[src/rtl/cordic_cos_iter.sv]
// ---------------------------------------------------------------------------
// cordic_cos_iter
// Iterative rotation-mode CORDIC that computes cos(theta). Each enabled clock
// performs one micro-rotation. The angle magnitude comes from the
// float-to-fixed unpacker, and the cosine result goes to the fixed-to-float
// packer. The sign of the angle is dropped upstream because cos is even.
//
// Ports
//   clk_i      rising-edge clock
//   reset_i    asynchronous active-high reset
//   clk_en_i   global enable; when low, all state and outputs are frozen
//   start_i    launch request, sampled only in IDLE while clk_en_i is high
//   theta_i    angle, unsigned Q1.31; values above 1.0 are clamped to 1.0
//   busy_o     high while the engine is in ROTATE or DONE
//   done_o     one-cycle pulse (stretched while clk_en_i is low)
//   result_o   cos(theta), unsigned Q1.31, held until the next completion
// ---------------------------------------------------------------------------
module cordic_cos_iter #(
   parameter int ITER  = 22,
   parameter int GUARD = 2
) (
   input  logic        clk_i,
   input  logic        reset_i,
   input  logic        clk_en_i,
   input  logic        start_i,
   input  logic [31:0] theta_i,
   output logic        busy_o,
   output logic        done_o,
   output logic [31:0] result_o
);

   // Q2.(31+GUARD) signed datapath width
   localparam int W = 34 + GUARD;

   // The atan table is written with 33 fractional bits.
   // Other GUARD values rescale it.
   localparam int LSH = (GUARD >= 2) ? (GUARD - 2) : 0;
   localparam int RSH = (GUARD < 2) ? (2 - GUARD) : 0;

   localparam logic signed [W-1:0] ONE_OUT = {{(W-32){1'b0}}, 32'h8000_0000};
   localparam logic signed [W-1:0] K_INIT  = {{(W-32){1'b0}}, 32'h4DBA_76D4} <<< GUARD;

   typedef enum logic [1:0] {
      S_IDLE   = 2'd0,
      S_ROTATE = 2'd1,
      S_DONE   = 2'd2
   } state_t;

   // atan(2^-idx) rounded to the nearest value, scaled by 2^33 (Q1.33).
   // Above idx 10, the value rounds to exactly 2^(33-idx).
   function automatic logic signed [W-1:0] atan_lut(input logic [4:0] idx);
      logic signed [63:0] base;
      case (idx)
         5'd0:    base = 64'sd6746518852;
         5'd1:    base = 64'sd3982702635;
         5'd2:    base = 64'sd2104350693;
         5'd3:    base = 64'sd1068201269;
         5'd4:    base = 64'sd536173495;
         5'd5:    base = 64'sd268348126;
         5'd6:    base = 64'sd134206807;
         5'd7:    base = 64'sd67107499;
         5'd8:    base = 64'sd33554261;
         5'd9:    base = 64'sd16777195;
         5'd10:   base = 64'sd8388605;
         default: base = 64'sd1 <<< (6'd33 - {1'b0, idx});
      endcase
      base = (base <<< LSH) >>> RSH;
      return base[W-1:0];
   endfunction

   // Drop the guard bits, then saturate the value into [0, 1.0].
   function automatic logic [31:0] sat_result(input logic signed [W-1:0] x);
      logic signed [W-1:0] t;
      t = x >>> GUARD;
      if (t[W-1]) begin
         return 32'd0;
      end else if (t > ONE_OUT) begin
         return 32'h8000_0000;
      end else begin
         return t[31:0];
      end
   endfunction

   state_t                state_q, state_d;
   logic [4:0]            i_q, i_d;
   logic signed [W-1:0]   x_q, x_d, y_q, y_d, z_q, z_d;
   logic                  busy_q, busy_d;
   logic                  done_q, done_d;
   logic [31:0]           result_q, result_d;

   logic [31:0]           theta_clamp_s;
   logic signed [W-1:0]   x_sh_s, y_sh_s, atan_s;

   // Next-state, datapath, and output logic; when clk_en_i is low, everything holds
   always_comb begin
      state_d       = state_q;
      i_d           = i_q;
      x_d           = x_q;
      y_d           = y_q;
      z_d           = z_q;
      busy_d        = busy_q;
      done_d        = done_q;
      result_d      = result_q;
      theta_clamp_s = (theta_i > 32'h8000_0000) ? 32'h8000_0000 : theta_i;
      x_sh_s        = x_q >>> i_q;
      y_sh_s        = y_q >>> i_q;
      atan_s        = atan_lut(i_q);

      if (clk_en_i) begin
         done_d = 1'b0;
         case (state_q)
            S_IDLE: begin
               if (start_i) begin
                  x_d     = K_INIT;
                  y_d     = '0;
                  z_d     = $signed({{(W-32){1'b0}}, theta_clamp_s}) <<< GUARD;
                  i_d     = 5'd0;
                  state_d = S_ROTATE;
               end else begin
                  state_d = S_IDLE;
               end
            end
            S_ROTATE: begin
               // d = +1 when z >= 0, otherwise -1
               if (!z_q[W-1]) begin
                  x_d = x_q - y_sh_s;
                  y_d = y_q + x_sh_s;
                  z_d = z_q - atan_s;
               end else begin
                  x_d = x_q + y_sh_s;
                  y_d = y_q - x_sh_s;
                  z_d = z_q + atan_s;
               end
               i_d = i_q + 5'd1;
               if (i_q == 5'(ITER - 1)) begin
                  state_d = S_DONE;
               end else begin
                  state_d = S_ROTATE;
               end
            end
            S_DONE: begin
               result_d = sat_result(x_q);
               done_d   = 1'b1;
               state_d  = S_IDLE;
            end
            default: begin
               state_d = S_IDLE;
            end
         endcase
         busy_d = (state_d != S_IDLE);
      end else begin
         state_d = state_q;
      end
   end

   // State, counter, datapath and output registers
   always_ff @(posedge clk_i or posedge reset_i) begin
      if (reset_i) begin
         state_q  <= S_IDLE;
         i_q      <= 5'd0;
         x_q      <= '0;
         y_q      <= '0;
         z_q      <= '0;
         busy_q   <= 1'b0;
         done_q   <= 1'b0;
         result_q <= 32'd0;
      end else begin
         state_q  <= state_d;
         i_q      <= i_d;
         x_q      <= x_d;
         y_q      <= y_d;
         z_q      <= z_d;
         busy_q   <= busy_d;
         done_q   <= done_d;
         result_q <= result_d;
      end
   end

   assign busy_o   = busy_q;
   assign done_o   = done_q;
   assign result_o = result_q;

endmodule

[config.mk]
export PLATFORM = sky130hd
export DESIGN_NAME = cordic_cos_iter
export DESIGN_NICKNAME = d
export VERILOG_FILES = /design/src/rtl/cordic_cos_iter.sv
export SDC_FILE = /design/constraint.sdc
export NUM_CORES = 1
export LEC_CHECK = 0
export CORE_ASPECT_RATIO = 1.25
export CORE_MARGIN = 10
export CORE_UTILIZATION = 40
export DETAILED_ROUTE_END_ITERATION = 6
export GPL_ROUTABILITY_DRIVEN = 0
export REMOVE_ABC_BUFFERS = 1
export SLEW_MARGIN = 40
export SYNTH_ARGS = -nofsm -noshare
export SYNTH_HDL_FRONTEND = slang
export SYNTH_SLANG_ARGS = --single-unit
[constraint.sdc]
create_clock -name clk_i -period 9.54 [get_ports clk_i]
set_clock_uncertainty 0.05 [all_clocks]
set_input_delay 0.954 -clock clk_i [delete_from_list [all_inputs] [get_ports clk_i]]
set_output_delay 0.954 -clock clk_i [all_outputs]
set_load 0.1 [all_outputs]
# Word-level counts from Yosys, hierarchy flattened
# Index checks and enable logic that the tools add are counted.
# word_totals
reg_bits	149
input_bits	36
output_inout_bits	34
word_cells	61
# classes
n_addsub	8
magnitude_cmp	2
n_eq_ne	14
shift	3
mux	20
reduce_logical	6
# ops
operator	n
one-hot mux 36 bit (11 select lines)	1
2-to-1 mux 36 bit	6
one-hot mux 36 bit (2 select lines)	3
adder 36 bit	3
subtractor 36 bit	3
2-to-1 mux 32 bit	3
>>> shifter 36 x 5 -> 36 bit	2
<<< shifter 2 x 6 -> 36 bit (first input constant)	1
greater-than comparator 34 x 33 -> 1 bit (second input constant)	1
greater-than comparator 32 bit (second input constant)	1
equality test 5 x 3 -> 1 bit (second input constant)	4
equality test 5 x 4 -> 1 bit (second input constant)	3
equality test 5 x 2 -> 1 bit (second input constant)	2
one-hot mux 5 bit (2 select lines)	1
subtractor 6 x 5 -> 6 bit (first input constant)	1
adder 5 x 1 -> 5 bit (second input constant)	1
equality test 5 x 1 -> 1 bit (second input constant)	1
equality test 5 bit (second input constant)	1
logical NOT 5 bit	1
2-to-1 mux 5 bit	1
2-to-1 mux 2 bit	2
one-hot mux 2 bit (2 select lines)	1
nonzero test 2 bit	2
AND reduction 3 bit	1
6 further kinds	7

# Longest topological paths before layout
# depth
depth_word	6
ltp_mapped	33
mapped_depth_nobuf	26

# Worst setup path after synthesis
# Ideal clock, no wire load.
# synth_path
path_kind	register to register
start	reg i_q[0]
end	reg z_q[33]
setup_ps	136
t_arrival_ps	7002
required_ps	9354
path_slack_ps	2352
path_stages_with_launch	32
path_buffers	6
synth_period_minus_slack_ps	7188
path_cell_list	dfrtp_1 > buf_2 > inv_2 > buf_1 > clkbuf_1 > buf_1 > ha_1 > clkbuf_1 > nor2_1 > o21ai_0 > nor4b_1 > clkbuf_1 > a31oi_1 > ha_1 > o2111a_1 > and2_1 > and2_1 > and2_1 > nor2_1 > xnor2_1 > ha_1 > and2_1 > a311oi_1 > o221ai_1 > a221o_1 > nor3b_1 > or3_1 > a21oi_1 > o21ai_0 > a221oi_1 > xor2_1 > o21ai_0
# synth_between
elab_chain_cells	6
elab_cells_between_ends	18
classes_between	3 x add/sub; 10 x eq/ne; 1 x shift; 3 x mux; 1 x reduce/logical
# synth_rtl
item	line	text
start: declaration	85	logic [4:0] i_q, i_d;
start signal: assignment	169	i_q <= i_d;
subtractor 6 x 5 -> 6 bit	65	default: base = 64'sd1 <<< (6'd33 - {1'b0, idx});
<<< shifter 2 x 6 -> 36 bit	65	
one-hot mux 36 bit (11 select lines) *	53	case (idx)
subtractor 36 bit / adder 36 bit (equally long branches)	128, 132	
2-to-1 mux 36 bit *	125	if (!z_q[W-1]) begin
one-hot mux 36 bit (2 select lines) *	111	case (state_q)
end signal: assignment	172	z_q <= z_d;
end: declaration	86	logic signed [W-1:0] x_q, x_d, y_q, y_d, z_q, z_d;
# Mark *: on every way between the ends. The rest lies on a longest branch, timed or not.
# A chain may end at the register's enable or synchronous reset.

# Worst setup path in the final report
# Ends and elaborated chain as after synthesis.

==> results.py <==
metrics = {
    "sta": {
        "worst_pin_slew_ns": 0.9003,
        "fmax_mhz": 123.6,
        "slew_violations": 0,
        "rsz0062_at_grt": "no",
        "relSlewSlack_pct": 38.26,
        "finalCriticalPeriod_ns": 8.090,
        "fin_crit_sh_pct": 84.80,
        "finalSetupViolCount": 0,
        "hold_viol_final": 0,
        "finalHoldWorstSlack_ns": 0.4509,
    },
    "synth": {
        "synth_edf_count": 0,
        "avgSynthCellArea_sq_um": 8.111,
        "async_reset_ff_share_pct": 100.0,
        "ys_warn_count": 0,
        "synth_cell_type_count": 95,
        "syn_inst": 2348,
        "syn_area_sq_mm": 0.01905,
        "synth_top_flop_cell": "dfrtp_1",
        "ys_seq_elements": 149,
        "seq_area_frac_synth_pct": 19.58,
    },
    "finish": {
        "drive_gt1_share_pct": 10.32,
        "final_common_cell": "nand2_1",
        "layout_common_cells": "217 x nand2_1, 214 x nor2_1, 184 x a21oi_1",
        "area_growth_pct": 7.726,
        "multi_input_area_sq_mm": 0.01445,
        "final_util_pct": 43.45,
        "nets": 2466,
        "seq_area_sq_mm": 0.003746,
        "n_antenna_cell": 0,
        "nFillCells": 4824,
    },
    "routing": {
        "wl_per_cell_um": 22.26,
        "wirelength_um": 65960,
        "drtIter0Drc": 1970,
        "vias_per_cell": 6.379,
        "drc": 0,
        "antenna_left": 0,
        "via_count": 18900,
        "first_pass_iters": 6,
    },
    "worst_hold_path": {
        "hold_class": "reg2reg",
        "hold_end": "z_q[34]",
        "hold_path_depth": 2,
        "hold_start": "z_q[34]",
    },
    "status": {
        "status": "finished, final reports clean",
    },
    "clock_tree": {
        "htreeDepth": 4,
        "cts-root-buf": "clkbuf_16",
        "insertion_delay_ns": 0.47,
        "cts-resized-gates": 0,
        "hold_buffers": 0,
        "postCtsSetupBuffers": 0,
        "cts_tree": "built",
        "cts_made_buffers": 17,
        "cts.clk_slew.worst_paths_ns": 0.07,
        "clk_path_buf_depth": 2,
        "cts_sinks": 149,
    },
    "global_route": {
        "grt-busiest-layer": "met2",
        "first_global_vias": 18600,
        "grt_max_degree": 81,
        "track_usage_pct": 22.52,
        "met1_usage_pct": 25.60,
        "antenna_found_initial": 0,
        "grt-ovfl-total": 0,
        "grt_pass1_wl_um": 103500,
        "grt_use_met3_pct": 4.551,
        "use_met2_pct": 38.51,
    },
    "setup_path": {
        "r2r-start": "i_q[0]",
        "cp_data_arrival_time_ns": 8.36,
        "path_max_fanout": 37,
        "cp-start-kind": "register",
        "critPathKind": "reg2reg",
        "regToRegEndpoint": "z_q[33]",
        "crit_path_end_kind": "register",
        "critical_path_required_ns": 9.81,
        "r2r.worst_path.cells": 25,
        "r2r_setup_slack_ns": 1.45,
    },
    "die": {
        "rows": 89,
        "die_h_um": 264.0,
        "dieArea_sq_mm": 0.05680,
        "coreArea_sq_mm": 0.04722,
        "start_util_pct": 40.34,
        "die_w_um": 215.2,
        "io_pins": 70,
    },
    "flow_run": {
        "drv_cap": 0,
    },
    "placed_design": {
        "dp_hpwl_um": 49000,
        "portBuffers": 69,
    },
}
-- cells in the mapped netlist (all sizes together) (47+ instances only) --
library cell	count	share of area (%)
nand2	218	4.3
mux2i	57	3.0
a21o	57	2.2
ha	114	7.5
buf	51	1.8
xor2	69	3.2
mux2	49	2.9
clkbuf	101	2.0
a21oi	184	4.8
nand3	47	1.2
o21ai	174	4.6
dfrtp	149	20
xnor2	110	5.1
nor2	216	4.3
mux4	62	7.4
inv	51	1.0
-- metrics by stage --
step	TNS (ns)	setup slack, ns	instances	instance area, sq um
floorplan	-1.832	-0.5345	2196	18320
global placement	0	1.771	2930	20070
detailed placement	0	1.621	2930	19920
CTS	0	1.609	2962	20500
global route	0	1.026	2963	20520
finish	0	1.451	2963	20520
-- metal layers --
layer	vias to the layer above	share of wire [%]	wire [um]
li1	8751	-	-
met1	9067	39	25640
met2	831	48	31920
met3	253	6.9	4574
met4	0	5.8	3829
met5	-	0	0
-- cell families after synthesis --
group | Yosys count | share of synthesized area [%]
and+or+nand+nor | 744 | 18.71
AOI/OAI and AO/OA | 786 | 27.45
muxes | 168 | 13.38
adders and majority gates | 117 | 7.805
xor gates and xnor gates | 179 | 8.231
buffers and inverters | 205 | 4.842
DFF | 149 | 19.58
-- cell type report --
cell class              count  share of cell area (%)
clock buffers              18                   2.141
clock inverters            14                  0.6830
well taps                 637                   3.885
flip-flops and latches    149                   18.26
inverters                  53                   1.006
multi-input cells        1994                   70.42
repair buffers             98                   3.604
-- registers in the layout, summed over array words and instances (netlist names) --
name / flops
y_q: 36
result_o: 32
state_q: 2
i_q: 5
busy_o: 1
done_o: 1
x_q: 36
z_q: 36
-- critical path: stages (launching register included) --
cell and delay, ns:
dfrtp_4 0.64, inv_2 0.68, ha_1 0.81, nor3_1 0.17, o22ai_1 0.55, nor4b_1 0.11
buf_4 0.20, and2_1 0.19, a211oi_1 0.49, nand4_1 0.18, a211oi_1 0.30, and2_1 0.23
nor2_1 0.07, xnor2_1 0.16, ha_1 0.36, and2_1 0.19, a311oi_1 0.35, o221ai_1 0.16
a221o_1 0.43, nor3b_1 0.19, or3_1 0.35, a21oi_1 0.25, o21ai_0 0.21, a221oi_1 0.35
xor2_1 0.17, o21ai_0 0.08
-- how the worst max path moves through the flow --
| stage | cells after the start | slack [ns] | startpoint | endpoint |
|---|---|---|---|---|
| 2_1_floorplan | 24 | -0.53 | i_q[1] | z_q[33] |
| 3_3_place_gp | 25 | 1.77 | i_q[0] | z_q[33] |
| 3_5_place_dp | 25 | 1.62 | i_q[0] | z_q[33] |
| 4_1_cts | 25 | 1.61 | i_q[0] | z_q[33] |
| 5_1_grt | 25 | 1.03 | i_q[0] | z_q[33] |
| 6_report | 25 | 1.45 | i_q[0] | z_q[33] |
Power is not shown: default switching activity piles up to over one toggle a cycle in this logic, so the estimate is an artifact.
